`src/rtl/matrix_a_gen_ctrl.sv`:
```
// Row-by-row matrix A generation sequencer: requests one SHAKE hash per row and streams the
// squeezed 448-bit words into a ping-pong RAM448 bank pair shared with the MAC consumer.
module matrix_a_gen_ctrl #(
    parameter int unsigned ROWS_PER_BANK = 4,
    parameter int unsigned IDX_W         = 16
) (
    input  logic             clk,
    input  logic             rst,
    input  logic             start,
    input  logic [1:0]       sec_lvl,
    output logic             hash_req,
    output logic [IDX_W-1:0] hash_index,
    input  logic             hash_ack,
    output logic             sqz_en,
    input  logic             sqz_val,
    output logic             we_ram448,
    output logic [8:0]       addr_448ramw,
    output logic [1:0]       bank_ready,
    input  logic [1:0]       bank_release,
    output logic             busy,
    output logic             done
);

    typedef enum logic [2:0] {
        StIdle,
        StWaitBank,
        StReq,
        StSqz,
        StRowEnd,
        StFinish
    } state_e;

    state_e           state;
    logic [IDX_W-1:0] row;
    logic [5:0]       word;
    logic [2:0]       rib;
    logic             bank;
    logic [7:0]       wptr;
    logic [IDX_W-1:0] nrows;
    logic [5:0]       wpr;

    logic [IDX_W-1:0] nrows_dec;
    logic [5:0]       wpr_dec;
    logic             bank_full;
    logic [1:0]       bank_set;

    always_comb begin
        nrows_dec = IDX_W'(640);
        wpr_dec   = 6'd23;
        case (sec_lvl)
            2'd1: begin
                nrows_dec = IDX_W'(976);
                wpr_dec   = 6'd35;
            end
            2'd2: begin
                nrows_dec = IDX_W'(1344);
                wpr_dec   = 6'd48;
            end
            default: ;
        endcase
    end

    // A bank completes on the ROW_END of its last row; it is only ever filled while free,
    // so the set can never collide with a release of the same bank.
    assign bank_full = (rib + 3'd1) == 3'(ROWS_PER_BANK);
    assign bank_set  = (state == StRowEnd && bank_full) ? (2'b01 << bank) : 2'b00;

    always_ff @(posedge clk) begin
        if (rst) begin
            state      <= StIdle;
            row        <= '0;
            word       <= '0;
            rib        <= '0;
            bank       <= 1'b0;
            wptr       <= '0;
            nrows      <= '0;
            wpr        <= '0;
            bank_ready <= '0;
            done       <= 1'b0;
        end else begin
            done       <= 1'b0;
            bank_ready <= (bank_ready & ~bank_release) | bank_set;
            unique case (state)
                StIdle: begin
                    if (start && sec_lvl != 2'd3) begin
                        nrows <= nrows_dec;
                        wpr   <= wpr_dec;
                        row   <= '0;
                        rib   <= '0;
                        bank  <= 1'b0;
                        wptr  <= '0;
                        state <= StWaitBank;
                    end
                end
                StWaitBank: begin
                    if (!bank_ready[bank]) state <= StReq;
                end
                StReq: begin
                    if (hash_ack) begin
                        word  <= '0;
                        state <= StSqz;
                    end
                end
                StSqz: begin
                    if (sqz_val) begin
                        word <= word + 6'd1;
                        wptr <= wptr + 8'd1;
                        if (word == wpr - 6'd1) state <= StRowEnd;
                    end
                end
                StRowEnd: begin
                    row <= row + IDX_W'(1);
                    rib <= rib + 3'd1;
                    if (bank_full) begin
                        bank <= ~bank;
                        wptr <= '0;
                        rib  <= '0;
                    end
                    if (row + IDX_W'(1) == nrows) begin
                        state <= StFinish;
                    end else if (bank_full) begin
                        state <= StWaitBank;
                    end else begin
                        state <= StReq;
                    end
                end
                StFinish: begin
                    if (bank_ready == 2'b00) begin
                        done  <= 1'b1;
                        state <= StIdle;
                    end
                end
                default: state <= StIdle;
            endcase
        end
    end

    assign hash_req     = (state == StReq);
    assign hash_index   = row;
    assign sqz_en       = (state == StSqz);
    assign we_ram448    = (state == StSqz) && sqz_val;
    assign addr_448ramw = {bank, wptr};
    assign busy         = (state != StIdle);

endmodule

```
`config.mk`:
```
export PLATFORM = sky130hd
export DESIGN_NAME = matrix_a_gen_ctrl
export DESIGN_NICKNAME = d
export VERILOG_FILES = /design/src/rtl/matrix_a_gen_ctrl.sv
export SDC_FILE = /design/constraint.sdc
export NUM_CORES = 1
export LEC_CHECK = 0
export ABC_AREA = 0
export CORE_ASPECT_RATIO = 2
export CORE_MARGIN = 4
export CORE_UTILIZATION = 59
export DETAILED_ROUTE_END_ITERATION = 7
export MAX_ROUTING_LAYER = met4
export PLACE_DENSITY = 0.91
export SLEW_MARGIN = 20
export SYNTH_ARGS = -nofsm -noshare
export SYNTH_HDL_FRONTEND = slang
export SYNTH_SLANG_ARGS = --single-unit
```
`constraint.sdc`:
```
create_clock -name clk -period 4.2 [get_ports clk]
set_input_delay 0.63 -clock clk [delete_from_list [all_inputs] [get_ports clk]]
set_output_delay 0.63 -clock clk [all_outputs]
set_load 0.1 [all_outputs]
```
# After elaboration in Yosys (flattened, before gate mapping)
# Cells that the tools add are included.
# totals
regBits	62
input_bits	9
out_inout_bits	32
elab_cells	86
# classes
addsub	5
magnitude_cmp	1
n_eq_ne	18
shift	1
muxes	30
bitwise_logic	5
reduce_logical	16
# op_table
cell	n
case mux 16 bit (2 select lines)	1
two-way mux 3 bit	9
two-way mux 8 bit	3
case mux 6 bit (2 select lines)	2
case mux 8 bit (3 select lines)	1
case mux 11 bit (2 select lines)	1
case mux 3 bit (6 select lines)	1
adder 16 x 1 -> 16 bit (second input constant)	1
== test 16 bit	1
two-way mux 16 bit	1
two-way mux 6 bit	2
!= test 2 bit (second input constant)	5
== test 3 bit (second input constant)	3
adder 8 x 1 -> 8 bit (second input constant)	1
adder 6 x 1 -> 6 bit (second input constant)	1
== test 3 x 2 -> 1 bit (second input constant)	2
== test 6 bit	1
!= test 2 x 1 -> 1 bit (second input constant)	3
case mux 3 bit (2 select lines)	1
AND reduction 3 bit	2
AND reduction 6 bit	1
nonzero test 3 bit	2
subtractor 6 x 1 -> 6 bit (second input constant)	1
two-way mux 1 bit	5
other kinds (19)	25

# Longest topological paths before layout
# depth
depth_word	5
depth_mapped	10
mapped_depth_nobuf	10

# Worst setup path before layout
# Ideal clock, no wire load.
# synth_path
kind	register to register
from	register row[0], in the netlist hash_index[0]
to	register state[2]
setup_ns	0.088
arrival_ns	2.975
t_required_ns	4.112
path_slack_ns	1.137
stages_incl_launch_ff	10
path_buffers	1
period_less_slack_ns	3.063
path_cell_list	dfxtp_1 ha_1 clkbuf_2 and3_1 nand3_1 nor2_1 and3_1 xor2_1 or4_4 o32ai_2
# synth_between
elab_chain_len	4
# synth_rtl
item	line_no	text
from (decl)	34	logic [IDX_W-1:0] row;
from (signal assigned)	112	row <= row + IDX_W'(1);
adder 16 x 1 -> 16 bit	119	if (row + IDX_W'(1) == nrows) begin
== test 16 bit	119	
two-way mux 3 bit	119	
case mux 3 bit (6 select lines)	83	unique case (state)
to (signal assigned)	120	state <= StFinish;
to (signal assigned)	122	state <= StWaitBank;
to (signal assigned)	124	state <= StReq;
to (decl)	33	state_e state;
# No other way between the ends.
# A chain may end at the register's enable or synchronous reset.

# Final worst setup path
# layout_path
from	register state[1]
to	output sqz_en
# layout_between
elab_chain_len	1
# layout_rtl
item	line_no	text
from (signal assigned)	70	state <= StIdle;
from (signal assigned)	92	state <= StWaitBank;
from (signal assigned)	96	if (!bank_ready[bank]) state <= StReq;
== test 3 x 2 -> 1 bit	140	assign sqz_en = (state == StSqz);
to (decl)	14	output logic sqz_en,
# No other way between the ends.

==> results.rst <==
.. list-table::
   :header-rows: 1

   * - Metric
     - Value
   * - Critical path required time
     - 3.57 ns
   * - Largest area contributor in the netlist
     - dfxtp_1
   * - Launch point of the worst path
     - state[1]
   * - Final sum of negative setup slack
     - 0 ns
   * - Register area share after synthesis
     - 0.329
   * - Placer's final routability congestion estimate
     - 0.983
   * - Fraction of registers with async set/reset
     - 0
   * - Number of sinks driven by the clock tree
     - 46
   * - Cells after Synth
     - 357
   * - Crit path max fanout
     - 17
   * - Io pins
     - 41
   * - Slowest stage cell, crit path
     - clkdlybuf4s50_1
   * - Measured slew at the worst slew-check pin
     - 0.972 ns
   * - Number of synthesized flops with an enable pin
     - 0
   * - Via density
     - 6.29
   * - Setup Crit Path Kind
     - reg2out
   * - Ys flop type
     - dfxtp_1
   * - Hold-fix buffers at CTS
     - 0
   * - Maximum number of pins on one net before global-route repair
     - 28
   * - Ratio of cells with drive above 1 in the final layout
     - 0.0522
   * - Effective utilization at floorplan
     - 0.608
   * - Cts bufs inserted
     - 5
   * - Critical register-to-register path startpoint
     - hash_index[0]
   * - Cell breakdown of the critical path
     - nor2b_1 -> and2_1 -> clkdlybuf4s50_1
   * - Area growth from synthesis to final layout
     - 17.1%
   * - Clock latency on the worst-skew pair
     - 0.30 ns
   * - Antenna violations before repair
     - 0
   * - Peak clock frequency supported by timing
     - 321 MHz
   * - Remaining global-route overflow
     - 0
   * - Worst-case clock skew
     - 0.00834 ns
   * - Final routed DRC violation total
     - 0
   * - Die X-Extent
     - 56.7 µm
   * - Worst slew margin relative to its limit
     - 0.350
   * - CTS HTree Levels
     - 2
   * - Count leader, synth
     - nor2_1
   * - Floorplan Core Area
     - 4600 µm²
   * - Synthesized area divided by synthesized cell count
     - 7.83 µm²
   * - Post-synthesis register bit count
     - 46
   * - GRT Util Overall
     - 0.253
   * - Clock Root Buffer
     - clkbuf_8
   * - Number of gates given a new drive strength after cts
     - 0
   * - Power per Cell Area
     - 294 nW/µm²
   * - Share of the clock period used by the worst path after layout
     - 0.743
   * - Main area contributors after synthesis
     - dfxtp_1, nor2_1, ha_1
   * - Clock input transition at the sequential cells of the worst setup and hold paths
     - 0.09 ns
   * - Starting DRT DRC Count
     - 120
   * - CTS Buffer Depth
     - 2
   * - Endpoint arrival time on the critical path
     - 2.49 ns
   * - DIE AREA
     - 5970 µm²
   * - Post-layout net count
     - 405
   * - Die boundary height
     - 105 µm
   * - IO Port Bufs
     - 40
   * - Count of inserted antenna diode cells
     - 0
   * - Total detailed-routing wirelength
     - 7150 µm
   * - DR vias
     - 2755
   * - Reg2Reg Setup Slack
     - 1.54 ns
   * - Slew Viols, Final
     - 0
   * - Setup-violating endpoint count in the final report
     - 0
   * - Unrepaired setup endpoints after global routing
     - no
   * - Number of global-route vias before repair
     - 2752
   * - Number of failing hold endpoints at the final stage
     - 0
   * - Number of detailed-route iterations in the first pass
     - 4
   * - TritonCTS clock tree
     - done
   * - Post-layout power
     - 0.961 mW
   * - Global-route wire length before repair
     - 11900 µm
   * - Post-CTS setup buffer count
     - 0
   * - Cell Rows
     - 35
   * - Synth cell types
     - 53
   * - Post-synth top area share
     - 0.329
   * - Leakage Power
     - 1.24 nW
   * - Reported max-cap violation count
     - 0
   * - Routed length per instance
     - 16.3 µm
   * - Type of destination of the critical path
     - primary output
   * - Startpoint of the lowest-slack hold path
     - wpr[2]
   * - Max rail drop VDD
     - 0.000305 V
   * - Max stage delay on crit path
     - 1.14 ns
   * - Post-route ant nets
     - 0
   * - Outcome
     - finished, final reports clean
   * - Kind of path behind the tightest hold check
     - reg2reg
   * - Post-detail-place hpwl
     - 5270 µm
   * - Number of nets produced by synthesis
     - 380
   * - Shortest clock period the worst path allows after layout
     - 3.12 ns
   * - Most frequent cells after synthesis
     - nor2_1, dfxtp_1, nand2_1
   * - Yosys warnings
     - 0
   * - Crit path launch type
     - register
   * - Mapped cell area
     - 2800 µm²
metrics by stage:
stage	setup slack, ns	std cells	utilization	hold WS [ns]	instance area, µm²
2_1_floorplan	1.14	357	-	0.436	2800
3_3_place_gp	1.51	430	0.687	0.448	3160
3_5_place_dp	1.38	430	0.687	0.463	3160
4_1_cts	1.09	438	0.712	0.475	3270
5_1_grt	0.946	438	0.712	0.489	3270
6_report	1.08	438	0.712	0.470	3270
cell usage in the layout (no fill, tap or decap), drive strengths merged, types with 7 or more instances in the layout:
master         count
a21oi             29
nand2             31
dfxtp             46
o21ai             15
xnor2             12
nor3              11
clkdlybuf4s50     39
and3               7
nand3             13
a31oi              7
nand2b             9
nand4              9
ha                14
xor2              13
nor2              52
inv               13
logic make-up (layout without fill, tap and decap cells):
group,Yosys count,after routing,share of synthesized area
AOI/OAI and AO/OA,79,79,0.179
xor gates and xnor gates,25,25,0.0783
adders and majority gates,14,14,0.0627
buffers and inverters,35,61,0.0555
DFF,46,46,0.329
muxes,3,3,0.0112
and+or+nand+nor,155,155,0.284
final timing paths:
| kind | endpoint | depth (start not counted) |
|---|---|---|
| max | sqz_en | 3 |
| min | wpr[2] | 2 |
| max reg2reg | state[2] | 8 |
| min reg2reg | wpr[2] | 2 |
state kept, by name, indices dropped and copies added (netlist names):
| signal | count |
|---|---|
| bank | 1 |
| bank_ready | 2 |
| done | 1 |
| hash_index | 16 |
| nrows | 3 |
| rib | 3 |
| state | 3 |
| word | 6 |
| wpr | 3 |
| wptr | 8 |
critical path: cells and delay by family, from the launching register on:
kind	cells	cell delay, ns
DFF	1	0.66
and+or+nand+nor	2	0.38
buffers and inverters	1	1.14
routing by layer:
layer | global-route usage | vias to the layer above | wire length, µm
met5 | - | - | 0
met1 | 0.231 | 1291 | 2480
met2 | 0.460 | 119 | 4000
met3 | 0.0429 | 35 | 338
met4 | 0.168 | 0 | 329
li1 | - | 1310 | -
power breakdown:
part	total (mW)	leakage [nW]	internal [mW]	switching, mW
registers	0.464	0.372	0.445	0.0187
clock network	0.337	0.0585	0.178	0.159
logic	0.160	0.811	0.0566	0.103
cell type report:
type	count	area [µm²]
Clock buffer	5	68.8
Clock inverter	3	43.8
Fill cell	385	1330
Inverter	12	45.0
Multi-Input combinational cell	276	1720
Sequential cell	46	921
Tap cell	55	68.8
Timing Repair Buffer	41	405
Note: power is estimated with default switching activity, not from simulation.
==> RTL change 1: new RTL, same flow settings <==
The 6 states of `state_e` get a one-hot encoding in 6 bits.
--- a/src/rtl/matrix_a_gen_ctrl.sv
+++ b/src/rtl/matrix_a_gen_ctrl.sv
@@ -22,11 +22,11 @@
 );
 
-    typedef enum logic [2:0] {
-        StIdle,
-        StWaitBank,
-        StReq,
-        StSqz,
-        StRowEnd,
-        StFinish
+    typedef enum logic [5:0] {
+        StIdle     = 6'b000001,
+        StWaitBank = 6'b000010,
+        StReq      = 6'b000100,
+        StSqz      = 6'b001000,
+        StRowEnd   = 6'b010000,
+        StFinish   = 6'b100000
     } state_e;
 
Check against the original RTL: same outputs for any inputs over 10 cycles, from zero or initial values and one cycle with rst high; not proved beyond that.
==> RTL change 1 against the unedited design <==
Cell count up 5.9%. Worst setup slack worse by 0.16 ns. Final area up 7.2%. Synthesized cell count up 5.0%. Critical endpoint unchanged. Count of clock-buffer cells in the layout up 2. Wire length up 3.8%. Sequential cell count up 3. Global-route usage up 0.79 points. Register-to-register slack worse by 0.06 ns. Synthesized area up 7.5%. Largest cell class unchanged. Clock skew up 0.0036 ns.
Power is not compared: it rests on default switching activity, and its combinational part moved more than twofold at a synthesized area within 25%.
==> RTL change 1: results (changes against the unedited design) <==
metric,value,unit,change
buffers,42,,+2.4%
vias,2889,,+4.9%
worstPathMaxFanout,7,,-10
layout-area-overhead-vs-synth,16.74,%,
hold-worst-slack,0.4986,ns,+0.02904 ns
timing.rr.end,state[5],,
fillers,407,,+5.7%
ff2ff_setup_slack,1.48,ns,-0.06 ns
fin_skew,0.01190,ns,+0.003566 ns
firstDrtPassIters,6,,+2
synth_commonest_cells,"49 x dfxtp_1, 49 x nor2_1, 30 x a21oi_1",,
multi_input_area_share,53.94,%,+1.4 points
drt_iter0_drc,126,,+5.0%
outcome,"complete, no violations",,
bufAreaShareNonClock,11.77,%,-0.62 points
clk_share,2.890,%,-0.55 points
ys_ff_latch,49,,+6.5%
cts-buffers-inserted,5,,unchanged
fin_nets,429,,+5.9%
n_clock_buffer,7,,+2
max_stage_delay,1.17,ns,+0.03 ns
grt_pass1_wl,12.62,mm,+5.7%
gp_congestion,0.9192,,-6.5%
r2r-start,hash_index[4],,
dp_cells,456,,+6.0%
final_layout_size_suffix_gt1_share,6.388,%,+1.2 points
ys_top_cells_by_area,"dfxtp_1 33%, nor2_1 6.1%, ha_1 5.8%",,
worst_pin_slew,0.9817,ns,+0.009430 ns
grt_max_degree,36,,+29%
crit_arrival,2.65,ns,+0.16 ns
viasPerCell,6.226,,-1.0%
==> RTL change 1: changes by cell type after synthesis, moves of 4 or more <==
| cell | before | now |
|---|---|---|
| nand2b_1 | 9 | 2 |
| nor2b_1 | 1 | 7 |
| xnor2_1 | 12 | 6 |
| a211oi_1 | 5 | 9 |
| a311oi_1 | 5 | 1 |
| nand4b_1 | 0 | 4 |
==> RTL change 1: how the worst max path moves through the flow <==
stage | endpoint | cells after the start | slack (ns) | startpoint
6_report | sqz_en | 4 | 0.92 | state[3]
5_1_grt | sqz_en | 4 | 0.80 | state[1]
4_1_cts | sqz_en | 4 | 0.93 | state[3]
3_5_place_dp | sqz_en | 4 | 1.29 | state[3]
3_3_place_gp | state[0] | 8 | 1.29 | sec_lvl[0]
2_1_floorplan | state[1] | 8 | 1.18 | hash_index[0]
==> RTL change 1: layer usage <==
layer | vias up | wire [um] | track usage [%]
met5 | - | 0 | -
met4 | 0 | 322 | 13.93
met3 | 28 | 271 | 4.028
met2 | 81 | 4063 | 46.80
met1 | 1359 | 2759 | 26.09
li1 | 1421 | - | -
==> RTL change 1: cells by family after synthesis <==
group,Yosys count,share of synthesized area [%]
DFF,49,32.65
AOI/OAI and AO/OA,85,18.78
xor gates and xnor gates,22,6.414
buffers and inverters,31,4.373
muxes,4,1.374
and+or+nand+nor,170,30.57
adders and majority gates,14,5.831
==> RTL change 1: where the power goes <==
part           switching [mW]  total (mW)  internal (mW)
Combinational           0.309       0.478          0.169
Clock                   0.159       0.308          0.149
Sequential             0.0407       0.530          0.489
Total                   0.508        1.32          0.807
==> RTL change 1: per-stage QoR <==
stage                     setup slack [ns]  power (mW)
after floorplan                      1.175      0.9104
after global placement               1.286      0.9993
after detailed placement             1.294       1.012
after CTS                           0.9289       1.320
after global routing                0.8041       1.389
final                               0.9232       1.316
==> RTL change 2: new RTL, same settings <==
Made on the original files. Set the parameter `IDX_W` to 18 (it was 16).
--- a/src/rtl/matrix_a_gen_ctrl.sv
+++ b/src/rtl/matrix_a_gen_ctrl.sv
@@ -3,5 +3,5 @@
 module matrix_a_gen_ctrl #(
     parameter int unsigned ROWS_PER_BANK = 4,
-    parameter int unsigned IDX_W         = 16
+    parameter int unsigned IDX_W         = 18
 ) (
     input  logic             clk,
Ports: changed (resized hash_index); port bits go from 41 to 43. No check against the original RTL was run, so the function may have changed too.
==> RTL change 2 against the unedited design <==
Wire length is 3.9% higher. Worst setup slack better by 0.061 ns. Synthesized area is 10% higher. Critical path depth stayed put. Synthesized cell count is 4.2% higher. Die area is 8.9% higher. Sequential cell count is 2 higher. Global-route usage is 0.26 points higher. Final area is 8.0% higher. Highest routed layer unchanged.
Power is not compared: it rests on default switching activity, and its combinational part moved more than twofold at a synthesized area within 25%.
==> RTL change 2: results (changes against the unedited design) <==
metric,value,unit,change
antenna_cells,0,,unchanged
hpwlAfterDp,5.493,mm,+4.2%
gp_congestion,0.9381,,-4.5%
ys_types,61,,+15%
io_buffers,42,,+5.0%
viasPerCell,6.188,,-1.6%
setup_viol,0,,unchanged
whs_path_depth,2,,unchanged
cts-buffers-inserted,5,,unchanged
fin_skew,0.004154,ns,-0.004182 ns
rr_worst_depth,7,,-1
startpoint,state[0],,
min_from,wpr[2],,
crit_arrival,2.43,ns,-0.06 ns
min_path_type,reg -> reg,,
grtUsageTotal,25.55,%,+0.26 points
fin_nets,420,,+3.7%
totalWireLength,7.421,mm,+3.9%
final_layout_size_suffix_gt1_share,8.271,%,+3.0 points
worst_pin_slew,0.9837,ns,+0.01144 ns
grt_pass1_wl,12.81,mm,+7.3%
synthArstFlopShare,0,%,unchanged
grt_pass1_vias,2943,,+6.9%
drt_iter0_drc,117,,-2.5%
largest_register_ff_count,18,,+2
cts-root-buf,clkbuf_8,,
leakage,1.341,nW,
fillers,438,,+14%
antenna_found_initial,0,,unchanged
cts_setup_buffers,0,,unchanged
ir_drop,0.4346,mV,
outcome,"complete, no violations",,
synth_warnings,0,,unchanged
clockBufferDepth,2,,unchanged
synth_commonest_cells,"55 x nor2_1, 48 x dfxtp_1, 28 x a21oi_1",,
worstPathMaxFanout,15,,-2
ys_top_cells_by_area,"dfxtp_1 31%, nor2_1 6.7%, ha_1 5.3%",,
cts_resized,0,,unchanged
r2r-start,hash_index[0],,
clk_pin_slew,0.09,ns,about the same
firstDrtPassIters,4,,unchanged
synthesis.nets,394,,+3.7%
dp_slack,1.373,ns,-0.01043 ns
h-tree-depth,2,,unchanged
worstSkewPairLatency,0.30,ns,about the same
grt_max_degree,29,,+3.6%
yosysSeqAreaShare,31.26,%,-1.7 points
synth_ff_type,dfxtp_1,,
-- RTL change 2: final timing paths --
check / to / slack, ns
worst max-delay path: sqz_en / 1.14
worst min-delay path: wpr[2] / 0.50
worst max register to register: state[1] / 1.54
worst min register to register: wpr[2] / 0.50
-- RTL change 2: layout make-up --
cell class                      count  area, um2  area share [%]
Clock buffer                        5      68.82           1.947
Multi-Input combinational cell    285       1924           54.44
Sequential cell                    48      960.9           27.19
Clock inverter                      3      18.77          0.5310
Timing Repair Buffer               45      440.4           12.46
Tap cell                           58      72.57           2.053
Inverter                           13      48.80           1.381
-- RTL change 2: cell families after synthesis --
logic type / share of synthesized area (%)
compound gates: 16.93
buf+inv: 6.145
fa+ha+maj: 5.291
simple gates: 30.16
xor+xnor: 8.262
mux: 1.954
flops: 31.26
-- RTL change 2: power breakdown --
group	switching, mW	internal, mW	total [mW]
Sequential	0.0715	0.486	0.558
Clock	0.160	0.116	0.277
Combinational	0.378	0.198	0.575
-- RTL change 2: critical path, cell delays in order, from the launching register on --
cell             delay (ns)
dfxtp_1                0.65
nand3_1                0.22
inv_1                  0.12
clkdlybuf4s50_1        1.13
-- RTL change 2: routing by layer --
layer / vias to the layer above / routed length, um / global-route usage (%) / share of wire, %
met5: - / 0 / - / 0
met4: 0 / 350 / 15.40 / 4.7
met3: 25 / 319 / 2.681 / 4.3
met2: 88 / 4048 / 46.28 / 55
met1: 1342 / 2703 / 25.31 / 36
li1: 1373 / - / - / -
-- RTL change 2: through the flow --
| step | area, um2 | cells |
|---|---|---|
| 2_1_floorplan | 3074 | 372 |
| 3_3_place_gp | 3447 | 449 |
| 3_5_place_dp | 3447 | 449 |
| 4_1_cts | 3535 | 457 |
| 6_report | 3535 | 457 |
| 5_1_grt | 3535 | 457 |
